`src/rtl/sseg_scan_decoder.sv`:
```
// Receive-side monitor for a multiplexed, active-low 8-digit seven-segment bus.
// Rebuilds each scanned frame and presents it to a consumer over valid/ack.
module sseg_scan_decoder #(
    parameter int unsigned SETTLE_CYCLES  = 4,
    parameter int unsigned TIMEOUT_CYCLES = 1048576
) (
    input  logic        clk_i,
    input  logic        rst_ni,
    input  logic [7:0]  sseg_an_i,
    input  logic [7:0]  sseg_ca_i,
    input  logic        frame_ack_i,
    output logic [31:0] digits_o,
    output logic [7:0]  dp_o,
    output logic [7:0]  invalid_o,
    output logic        frame_valid_o,
    output logic        overrun_o,
    output logic        scan_err_o,
    output logic        stalled_o
);

    localparam int unsigned STAB_W = $clog2(SETTLE_CYCLES + 2);
    localparam int unsigned TO_W   = $clog2(TIMEOUT_CYCLES + 1);

    localparam logic [STAB_W-1:0] STAB_ACCEPT = STAB_W'(SETTLE_CYCLES);
    localparam logic [STAB_W-1:0] STAB_SAT    = STAB_W'(SETTLE_CYCLES + 1);
    localparam logic [TO_W-1:0]   TO_MAX      = TO_W'(TIMEOUT_CYCLES);
    localparam logic [TO_W-1:0]   TO_PRE      = TO_W'(TIMEOUT_CYCLES - 1);

    typedef enum logic {
        ST_WAIT_SYNC = 1'b0,
        ST_COLLECT   = 1'b1
    } state_e;

    logic [7:0]        an_q;
    logic [7:0]        ca_q;
    logic [STAB_W-1:0] stab_q;
    logic [STAB_W-1:0] stab_d;
    logic [TO_W-1:0]   to_q;
    logic [TO_W-1:0]   to_d;
    state_e            state_q;
    state_e            state_d;
    logic [2:0]        exp_q;
    logic [2:0]        exp_d;

    logic [31:0]       wdig_q;
    logic [31:0]       wdig_d;
    logic [7:0]        wdp_q;
    logic [7:0]        wdp_d;
    logic [7:0]        winv_q;
    logic [7:0]        winv_d;

    logic [31:0]       digits_q;
    logic [31:0]       digits_d;
    logic [7:0]        dp_q;
    logic [7:0]        dp_d;
    logic [7:0]        inv_q;
    logic [7:0]        inv_d;
    logic              fv_q;
    logic              fv_d;
    logic              overrun_q;
    logic              overrun_d;
    logic              scan_err_q;
    logic              scan_err_d;

    logic              sample_same;
    logic              accept;
    logic              timeout_hit;
    logic [7:0]        an_low;
    logic              an_idle;
    logic              an_single;
    logic              an_multi;
    logic [2:0]        an_pos;
    logic [3:0]        dec_hex;
    logic              dec_valid;
    logic              wr_en;
    logic              complete;

    // The counter saturates one past the accept threshold so a held dwell fires once.
    assign sample_same = (sseg_an_i == an_q) && (sseg_ca_i == ca_q);
    assign accept      = (stab_q == STAB_ACCEPT);

    always_comb begin
        stab_d = stab_q;
        if (!sample_same) begin
            stab_d = '0;
        end else if (stab_q != STAB_SAT) begin
            stab_d = stab_q + 1'b1;
        end
    end

    always_comb begin
        to_d = to_q;
        if (accept) begin
            to_d = '0;
        end else if (to_q != TO_MAX) begin
            to_d = to_q + 1'b1;
        end
    end

    assign timeout_hit = !accept && (to_q == TO_PRE);

    assign an_low    = ~an_q;
    assign an_idle   = (an_low == 8'h00);
    assign an_single = !an_idle && ((an_low & (an_low - 8'h01)) == 8'h00);
    assign an_multi  = !an_idle && !an_single;

    always_comb begin
        an_pos = 3'd0;
        for (int i = 0; i < 8; i++) begin
            if (an_low[i]) begin
                an_pos = 3'(i);
            end
        end
    end

    // Segment decode ignores the dp cathode; unknown patterns read back as 0.
    always_comb begin
        dec_hex   = 4'h0;
        dec_valid = 1'b1;
        case (ca_q[6:0])
            7'h40:   dec_hex = 4'h0;
            7'h79:   dec_hex = 4'h1;
            7'h24:   dec_hex = 4'h2;
            7'h30:   dec_hex = 4'h3;
            7'h19:   dec_hex = 4'h4;
            7'h12:   dec_hex = 4'h5;
            7'h02:   dec_hex = 4'h6;
            7'h78:   dec_hex = 4'h7;
            7'h00:   dec_hex = 4'h8;
            7'h10:   dec_hex = 4'h9;
            7'h08:   dec_hex = 4'hA;
            7'h03:   dec_hex = 4'hB;
            7'h46:   dec_hex = 4'hC;
            7'h21:   dec_hex = 4'hD;
            7'h06:   dec_hex = 4'hE;
            7'h0E:   dec_hex = 4'hF;
            default: dec_valid = 1'b0;
        endcase
    end

    always_comb begin
        state_d    = state_q;
        exp_d      = exp_q;
        wr_en      = 1'b0;
        complete   = 1'b0;
        scan_err_d = 1'b0;
        if (accept) begin
            if (an_multi) begin
                scan_err_d = 1'b1;
                state_d    = ST_WAIT_SYNC;
                exp_d      = 3'd0;
            end else if (an_single) begin
                case (state_q)
                    ST_WAIT_SYNC: begin
                        if (an_pos == 3'd0) begin
                            wr_en   = 1'b1;
                            exp_d   = 3'd1;
                            state_d = ST_COLLECT;
                        end
                    end
                    ST_COLLECT: begin
                        if (an_pos == exp_q) begin
                            wr_en = 1'b1;
                            if (an_pos == 3'd7) begin
                                complete = 1'b1;
                                state_d  = ST_WAIT_SYNC;
                                exp_d    = 3'd0;
                            end else begin
                                exp_d = exp_q + 3'd1;
                            end
                        end else begin
                            scan_err_d = 1'b1;
                            if (an_pos == 3'd0) begin
                                // Out-of-order position 0 restarts the frame in place.
                                wr_en = 1'b1;
                                exp_d = 3'd1;
                            end else begin
                                state_d = ST_WAIT_SYNC;
                                exp_d   = 3'd0;
                            end
                        end
                    end
                    default: begin
                        state_d = ST_WAIT_SYNC;
                        exp_d   = 3'd0;
                    end
                endcase
            end
        end else if (timeout_hit) begin
            state_d = ST_WAIT_SYNC;
            exp_d   = 3'd0;
        end
    end

    for (genvar gi = 0; gi < 8; gi++) begin : g_pos
        logic hit;
        assign hit                = wr_en && (an_pos == 3'(gi));
        assign wdig_d[4*gi +: 4]  = hit ? dec_hex    : wdig_q[4*gi +: 4];
        assign wdp_d[gi]          = hit ? ~ca_q[7]   : wdp_q[gi];
        assign winv_d[gi]         = hit ? ~dec_valid : winv_q[gi];
    end

    // The completing write is folded in through the _d buffer so position 7 lands too.
    always_comb begin
        digits_d  = digits_q;
        dp_d      = dp_q;
        inv_d     = inv_q;
        fv_d      = fv_q;
        overrun_d = 1'b0;
        if (complete) begin
            digits_d  = wdig_d;
            dp_d      = wdp_d;
            inv_d     = winv_d;
            fv_d      = 1'b1;
            overrun_d = fv_q && !frame_ack_i;
        end else if (fv_q && frame_ack_i) begin
            fv_d = 1'b0;
        end
    end

    always_ff @(posedge clk_i or negedge rst_ni) begin
        if (!rst_ni) begin
            an_q       <= 8'hFF;
            ca_q       <= 8'hFF;
            stab_q     <= '0;
            to_q       <= '0;
            state_q    <= ST_WAIT_SYNC;
            exp_q      <= 3'd0;
            wdig_q     <= 32'h0;
            wdp_q      <= 8'h00;
            winv_q     <= 8'h00;
            digits_q   <= 32'h0;
            dp_q       <= 8'h00;
            inv_q      <= 8'h00;
            fv_q       <= 1'b0;
            overrun_q  <= 1'b0;
            scan_err_q <= 1'b0;
        end else begin
            an_q       <= sseg_an_i;
            ca_q       <= sseg_ca_i;
            stab_q     <= stab_d;
            to_q       <= to_d;
            state_q    <= state_d;
            exp_q      <= exp_d;
            wdig_q     <= wdig_d;
            wdp_q      <= wdp_d;
            winv_q     <= winv_d;
            digits_q   <= digits_d;
            dp_q       <= dp_d;
            inv_q      <= inv_d;
            fv_q       <= fv_d;
            overrun_q  <= overrun_d;
            scan_err_q <= scan_err_d;
        end
    end

    assign digits_o      = digits_q;
    assign dp_o          = dp_q;
    assign invalid_o     = inv_q;
    assign frame_valid_o = fv_q;
    assign overrun_o     = overrun_q;
    assign scan_err_o    = scan_err_q;
    assign stalled_o     = (to_q == TO_MAX);

endmodule

```
`config.mk`:
```
export PLATFORM = sky130hd
export DESIGN_NAME = sseg_scan_decoder
export DESIGN_NICKNAME = d
export VERILOG_FILES = /design/src/rtl/sseg_scan_decoder.sv
export SDC_FILE = /design/constraint.sdc
export NUM_CORES = 1
export LEC_CHECK = 0
export BUFFER_PORTS_ARGS = -buffer_cell sky130_fd_sc_hd__buf_2
export CORE_UTILIZATION = 30
export DETAILED_ROUTE_END_ITERATION = 7
export GPL_TIMING_DRIVEN = 0
export PLACE_DENSITY = 0.55
export SETUP_SLACK_MARGIN = 0.05
export SYNTH_ARGS = -nofsm -noshare
export SYNTH_HDL_FRONTEND = slang
export SYNTH_SLANG_ARGS = --single-unit
```
`constraint.sdc`:
```
create_clock -name clk_i -period 3.2 [get_ports clk_i]
set_input_delay 0.64 -clock clk_i [delete_from_list [all_inputs] [get_ports clk_i]]
set_output_delay 0.64 -clock clk_i [all_outputs]
set_load 0.02 [all_outputs]
```
==> out/metrics.yaml, run 1 <==
drv_slew: 0
synth_top_area_share_pct: 48.53
critical_path_class: "flop to flop"
layout-drive-gt1-share_pct: 22.81
required_ns: 3.51
switchingPower_uw: 929.2
power_frac_seq_pct: 44.6
clock-root-buffer: "clkbuf_16"
total_power_uw: 3977
nets: 709
end_kind: "flop"
rows: 52
clock-sinks: 137
grt_pass1_vias: 4612
synth_area_sq_um: 6240
fp.dieArea_sq_um: 21380
synthDistinctLibCells: 56
worst_pin_slew_ns: 1.152
htree_num_levels: 4
post_cts_resized: 0
place.detailed.hpwl_mm: 9.939
p_clk_share_pct: 51.4
overflow: 0
max_cap_viol_count: 0
drt_wl_total_mm: 14.21
power_density_nw_per_um2: 524.8
avgRoutedWirePerCell_microns: 14.70
area_growth_pct: 21.46
track_usage_pct: 14.47
grt_max_degree: 81
cts-buffers-inserted: 17
n_antenna_cell: 0
dpl-instance-area_sq_um: 6962
power.leakage_uw: 0.003632
final_antenna_net_count: 0
core_sq_um: 20300
rsz0062_at_grt: "no"
finalCritPeriodShare_pct: 91.51
yosysWarnings: 0
firstDrtPassIters: 4
synth_edf_count: 0
arrival_ns: 3.23
utilization_pct: 37.33
via_per_inst: 4.728
worstSkewPairLatency_ns: 0.43
port_buffers: 70
finClkSkew_ns: 0.009710
dr.first_iter.drc_count: 237
antenna_found_initial: 0
crit_path_start_kind: "flop"
die_w_microns: 146.2
syn_area_per_cell_sq_um: 10.50
cts_tree: "done"
whs_ns: 0.2730
ir_drop_uv: 351.9
post-route-min-period_ns: 2.928
route.vias.total: 4572
die_h_microns: 146.2
final_area_sq_um: 7579
place_congestion: 0.7956
post-synth-top-area-cell: "dfrtp_1"
critPathMaxFanout: 10
power_frac_comb_pct: 4.0
hold_path_class: "primary input to asynchronous set/reset pin"
drcViolationCount: 0
start_util_pct: 30.74
synthesis.nets: 619
finalSetupViolations: 0
async_reset_ff_share_pct: 100.0
clockBufferDepth: 2
hold_buffers: 0
p_int_uw: 3048
synth_seq_area_share_pct: 55.26
clk_pin_slew_ns: 0.06
synth_area_leaders: "dfrtp_1 (49%), dfstp_2 (6.7%), nand2_1 (6.7%)"
synth-main-ff-cell: "dfrtp_1"
slew-limit-headroom_pct: 22.64
status: "complete, no violations"
grt_pass1_wl_mm: 24.23
sw_frac_of_total_pct: 23.36
synth_cells: 594
ios: 71
fmax_mhz: 341.5
ys_seq_elements: 137
cts_setup_buffers: 0
hold_viol_final: 0
==> power groups by stage <==
| stage | Clock [uW] | Sequential (uW) | Combinational, uW |
|---|---|---|---|
| 2_1_floorplan | 0 | 1800 | 82.1 |
| 3_3_place_gp | 0 | 1810 | 158 |
| 3_5_place_dp | 0 | 1810 | 163 |
| 4_1_cts | 2090 | 1770 | 164 |
| 5_1_grt | 2170 | 1780 | 182 |
| 6_report | 2040 | 1770 | 160 |
==> final timing paths <==
path | start | endpoint | slack [ns] | cells after the start
min | rst_ni | digits_o[21]$_DFFE_PN0P_ | 0.27 | 1
max | an_q[6]$_DFF_PN1_ | wdig_q[19]$_DFF_PN0_ | 0.27 | 7
max in group asynchronous | rst_ni | an_q[5]$_DFF_PN1_ | 2.14 | 2
max reg2reg | an_q[6]$_DFF_PN1_ | wdig_q[19]$_DFF_PN0_ | 0.27 | 7
min reg2reg | digits_o[16]$_DFFE_PN0P_ | digits_o[16]$_DFFE_PN0P_ | 0.46 | 2
min in group clk_i | sseg_ca_i[7] | ca_q[7]$_DFF_PN1_ | 0.32 | 1
==> worst max-delay path: stages, from the launching register on <==
cell     delay (ns)
dfstp_2        0.51
buf_2          0.19
nand4_1        0.18
a211o_1        0.30
a21oi_1        0.30
nand2_2        0.26
nor4_4         0.67
mux2_1         0.38
==> layer usage <==
metal / part of all wire (%) / track usage, %
met5: 0 / 0
met4: 0.96 / 4.740
met3: 4.3 / 3.500
met2: 45 / 21.50
met1: 50 / 20.58
==> area by class of cell <==
class,instances,area [sq um]
buffer,30,125.1
timing repair buffer,71,384.1
clock buffer,17,425.4
sequential,137,3448
clock inverter,15,191.4
inverter,12,45.04
multi-input combinational,415,2621
fill,2103,12720
tap,270,337.8
==> kinds of logic after synthesis <==
kind of cell             Yosys count  synth area share (%)
AO/OA/AOI/OAI                     80                 8.081
XOR/XNOR                          40                 5.735
adder cells (fa/ha/maj)            6                 1.203
buffers and inverters             42                 2.727
flip-flops                       137                 55.26
multiplexers                      45                 8.121
AND/OR/NAND/NOR                  244                 18.87
==> Yosys cell counts (5+ instances only) <==
| cell | instances |
|---|---|
| xor2_1 | 32 |
| dfstp_2 | 16 |
| o21ai_1 | 13 |
| nor2_1 | 44 |
| or3_1 | 5 |
| nand2b_1 | 7 |
| xnor2_1 | 7 |
| nor4_1 | 11 |
| nand4_1 | 7 |
| o21ai_0 | 15 |
| a22o_1 | 8 |
| nor3_1 | 9 |
| nand2_1 | 112 |
| buf_2 | 7 |
| a21oi_1 | 20 |
| ha_1 | 6 |
| nand3_1 | 18 |
| inv_1 | 12 |
| mux2_2 | 19 |
| clkbuf_1 | 19 |
| dfrtp_1 | 121 |
| mux2_1 | 10 |
| mux2i_1 | 12 |
==> state kept, by name, indices dropped and copies added (netlist names) <==
signal         count
scan_err_o         1
exp_q              3
an_q               8
to_q              21
overrun_o          1
state_q            1
wdig_q            28
ca_q               8
winv_q             7
stab_q             3
invalid_o          8
wdp_q              7
dp_o               8
digits_o          32
frame_valid_o      1
==> stage by stage <==
step,instances,setup TNS [ns],setup slack [ns]
floorplan,594,0,0.7879
global placement,934,-57.39,-0.4853
detailed placement,935,0,0.2783
CTS,967,0,0.2637
global route,967,0,0.05662
finish,967,0,0.2715
==> layout by cell type (no fill, tap or decap), types with 6 or more instances in the layout <==
cell	count
a21oi_1	20
a22o_1	8
buf_2	76
clkbuf_1	19
clkbuf_16	17
dfrtp_1	121
dfstp_2	16
ha_1	6
inv_1	12
mux2_1	10
mux2_2	19
mux2i_1	12
nand2_1	112
nand2b_1	7
nand3_1	18
nand4_1	7
nor2_1	44
nor3_1	9
nor4_1	11
o21ai_0	15
o21ai_1	13
xnor2_1	7
xor2_1	32
Note: power is estimated with default switching activity, not from simulation.
==> inputs of run 2 (changes only) <==
--- a/config.mk
+++ b/config.mk
@@ -5,11 +5,13 @@
 export SDC_FILE = /design/constraint.sdc
 export NUM_CORES = 1
 export LEC_CHECK = 0
+export ABC_AREA = 1
 export BUFFER_PORTS_ARGS = -buffer_cell sky130_fd_sc_hd__buf_2
+export CORE_MARGIN = 2
 export CORE_UTILIZATION = 30
 export DETAILED_ROUTE_END_ITERATION = 7
 export GPL_TIMING_DRIVEN = 0
-export PLACE_DENSITY = 0.55
+export PLACE_DENSITY = 0.54
 export SETUP_SLACK_MARGIN = 0.05
 export SYNTH_ARGS = -nofsm -noshare
 export SYNTH_HDL_FRONTEND = slang
==> run 2 against run 1 <==
  * Critical endpoint is now stalled_o
  * Global-route usage is 0.10 points higher
  * Clock power is 8% lower
  * Cell count is 21% higher
  * Via count is 16% higher
  * Highest routed layer is now met5
  * Sequential share of layout area is 1.9 points lower
  * Sequential power hardly changed
  * Register-to-register slack better by 0.46 ns
  * Sequential cell count stayed put
  * Largest cell class unchanged
  * Clock-buffer cell count is 4 higher
  * Wire length is 14% higher
==> out/metrics.yaml, run 2 <==
status: "complete, no violations"
whs_ns: 0.2066  # -0.06641 ns
via_per_inst: 4.555  # -3.7%
final_antenna_net_count: 0  # unchanged
worst_pin_slew_ns: 0.8440  # -0.3076 ns
overflow: 0  # unchanged
post_cts_resized: 0  # unchanged
critPathMaxFanout: 5  # -5
max_cap_viol_count: 0  # unchanged
synth-main-ff-cell: "dfrtp_1"
preCtsSetupSlack_ns: 0.6571  # +0.3788 ns
route.vias.total: 5316  # +16%
synth_top_area_share_pct: 45.76  # -2.8 points
grt_max_degree: 70  # -14%
arrival_ns: 1.91  # -1.32 ns
drt_wl_total_mm: 16.18  # +14%
dpl-instance-area_sq_um: 7352  # +5.6%
power_density_nw_per_um2: 482.2  # -8.1%
synth_cells: 784  # +32%
cts_tree: "done"
finalSetupViolations: 0  # unchanged
area_growth_pct: 19.64
n_antenna_cell: 0  # unchanged
cts_setup_buffers: 0  # unchanged
layout_commonest_cell: "nand2_1"
firstDrtPassIters: 5  # +1
fin_ws_ns: 0.6521  # +0.3806 ns
finClkSkew_ns: 0.01714  # +0.007428 ns
die_w_microns: 152.5  # +4.3%
clock-sinks: 137  # unchanged
final_area_sq_um: 7918  # +4.5%
synth_area_leaders: "dfrtp_1 (46%), nand2_1 (12%), dfstp_2 (6.4%)"
layout_common_cells: "nand2_1 (211), dfrtp_1 (121), inv_1 (95), buf_2 (78), nand3_1 (63)"
cts-buffers-inserted: 17  # unchanged
largest_reg_flops: 32  # unchanged
core_sq_um: 21760  # +7.2%
drcViolationCount: 0  # unchanged
reg2reg_slack_ns: 0.73  # +0.46 ns
finalCritPeriodShare_pct: 79.62  # -12 points
avgRoutedWirePerCell_microns: 13.87  # -5.7%
place_congestion: 0.8203  # +3.1%
yosysWarnings: 0  # unchanged
critical_path_class: "flop to output pin"
htree_num_levels: 4  # unchanged
rsz0062_at_grt: "no"
hold_viol_final: 0  # unchanged
ys_seq_elements: 137  # unchanged
total_power_uw: 3818  # -4.0%
hold_buffers: 0  # unchanged
grt_pass1_wl_mm: 27.08  # +12%
fp.dieArea_sq_um: 23260  # +8.8%
synth_seq_area_share_pct: 52.11  # -3.2 points
worstSkewPairLatency_ns: 0.43  # about the same
clockBufferDepth: 2  # unchanged
synthTopCellsByCount: "nand2_1 (211), dfrtp_1 (121), inv_1 (95)"
required_ns: 2.56  # -0.95 ns
antenna_found_initial: 2  # +2
synthDistinctLibCells: 41  # -27%
post-synth-top-area-cell: "dfrtp_1"
port_buffers: 70  # unchanged
fin_setup_tns_ns: 0  # unchanged
crit_path_start_kind: "flop"
syn_area_per_cell_sq_um: 8.441  # -20%
ios: 71  # unchanged
power.leakage_uw: 0.004182  # +15%
fmax_mhz: 392.5  # +15%
slew-limit-headroom_pct: 43.43  # +21 points
synth_area_sq_um: 6618  # +6.1%
end_kind: "output pin"
hold_path_class: "primary input to asynchronous set/reset pin"
post-route-min-period_ns: 2.548  # -0.3806 ns
layout-drive-gt1-share_pct: 18.04  # -4.8 points
dr.first_iter.drc_count: 264  # +11%
drv_slew: 0  # unchanged
nets: 899  # +27%
die_h_microns: 152.5  # +4.3%
start_util_pct: 30.42  # -0.32 points
grt_pass1_vias: 5219  # +13%
synth_most_common_cell: "nand2_1"
async_reset_ff_share_pct: 100.0  # unchanged
track_usage_pct: 14.57  # +0.10 points
synth_edf_count: 0  # unchanged
clk_pin_slew_ns: 0.06  # about the same
rows: 54  # +3.8%
synthesis.nets: 809  # +31%
ir_drop_uv: 347.5  # -1.2%
clock-root-buffer: "clkbuf_16"
place.detailed.hpwl_mm: 11.63  # +17%
[run 2: power by group]
part / total, uW / internal [uW] / switching [uW]
Clock: 1880 / 1080 / 801
Combinational: 161 / 46.1 / 115
Sequential: 1770 / 1760 / 18.2
Total: 3820 / 2880 / 934
[run 2: per-stage QoR]
step	instances	utilization, %
after global placement	1134	33.64
after detailed placement	1135	33.79
after global routing	1167	36.39
after floorplan	784	-
final	1167	36.39
after CTS	1167	36.39
[run 2: cell type report]
class,count,area [sq um]
Sequential cell,137,3448
Tap cell,280,350.3
Buffer,24,131.4
Clock buffer,21,480.5
Fill cell,2284,13840
Timing Repair Buffer,71,384.1
Inverter,99,371.6
Clock inverter,11,85.08
Multi-Input combinational cell,524,2666
[run 2: logic make-up (layout without fill, tap and decap cells)]
family / count (synthesis) / in the layout / share of synthesized area [%]
AO/OA/AOI/OAI: 69 / 69 / 6.051
XOR/XNOR: 18 / 18 / 2.382
adder cells (fa/ha/maj): 6 / 6 / 1.134
flip-flops: 137 / 137 / 52.11
AND/OR/NAND/NOR: 431 / 431 / 30.72
buffers and inverters: 123 / 226 / 7.600
[run 2: path summary, 6_finish.rpt]
check / start / cells after the start / to
setup / recovery: to_q[0]$_DFFE_PN0P_ / 8 / stalled_o
hold / removal: rst_ni / 1 / digits_o[9]$_DFFE_PN0P_
setup reg to reg: ca_q[4]$_DFF_PN1_ / 10 / digits_o[1]$_DFFE_PN0P_
hold reg to reg: digits_o[28]$_DFFE_PN0P_ / 2 / digits_o[28]$_DFFE_PN0P_
max in group asynchronous: rst_ni / 2 / ca_q[2]$_DFF_PN1_
min in group clk_i: sseg_an_i[2] / 1 / an_q[2]$_DFF_PN1_
[run 2: worst max-delay path: stages (launching register included)]
cell and delay, ns:
dfrtp_1 0.39, inv_1 0.10, ha_1 0.16, inv_1 0.04
nor4_1 0.19, and3_1 0.17, nand3_1 0.10, inv_1 0.15
buf_2 0.18
[run 2: layer usage]
layer  track usage, %  wire [microns]  part of all wire [%]
met1            19.62            7679                    47
met2            22.57            7463                    46
met3            3.726             704                   4.4
met4            5.732             324                   2.0
met5                0              11                 0.068
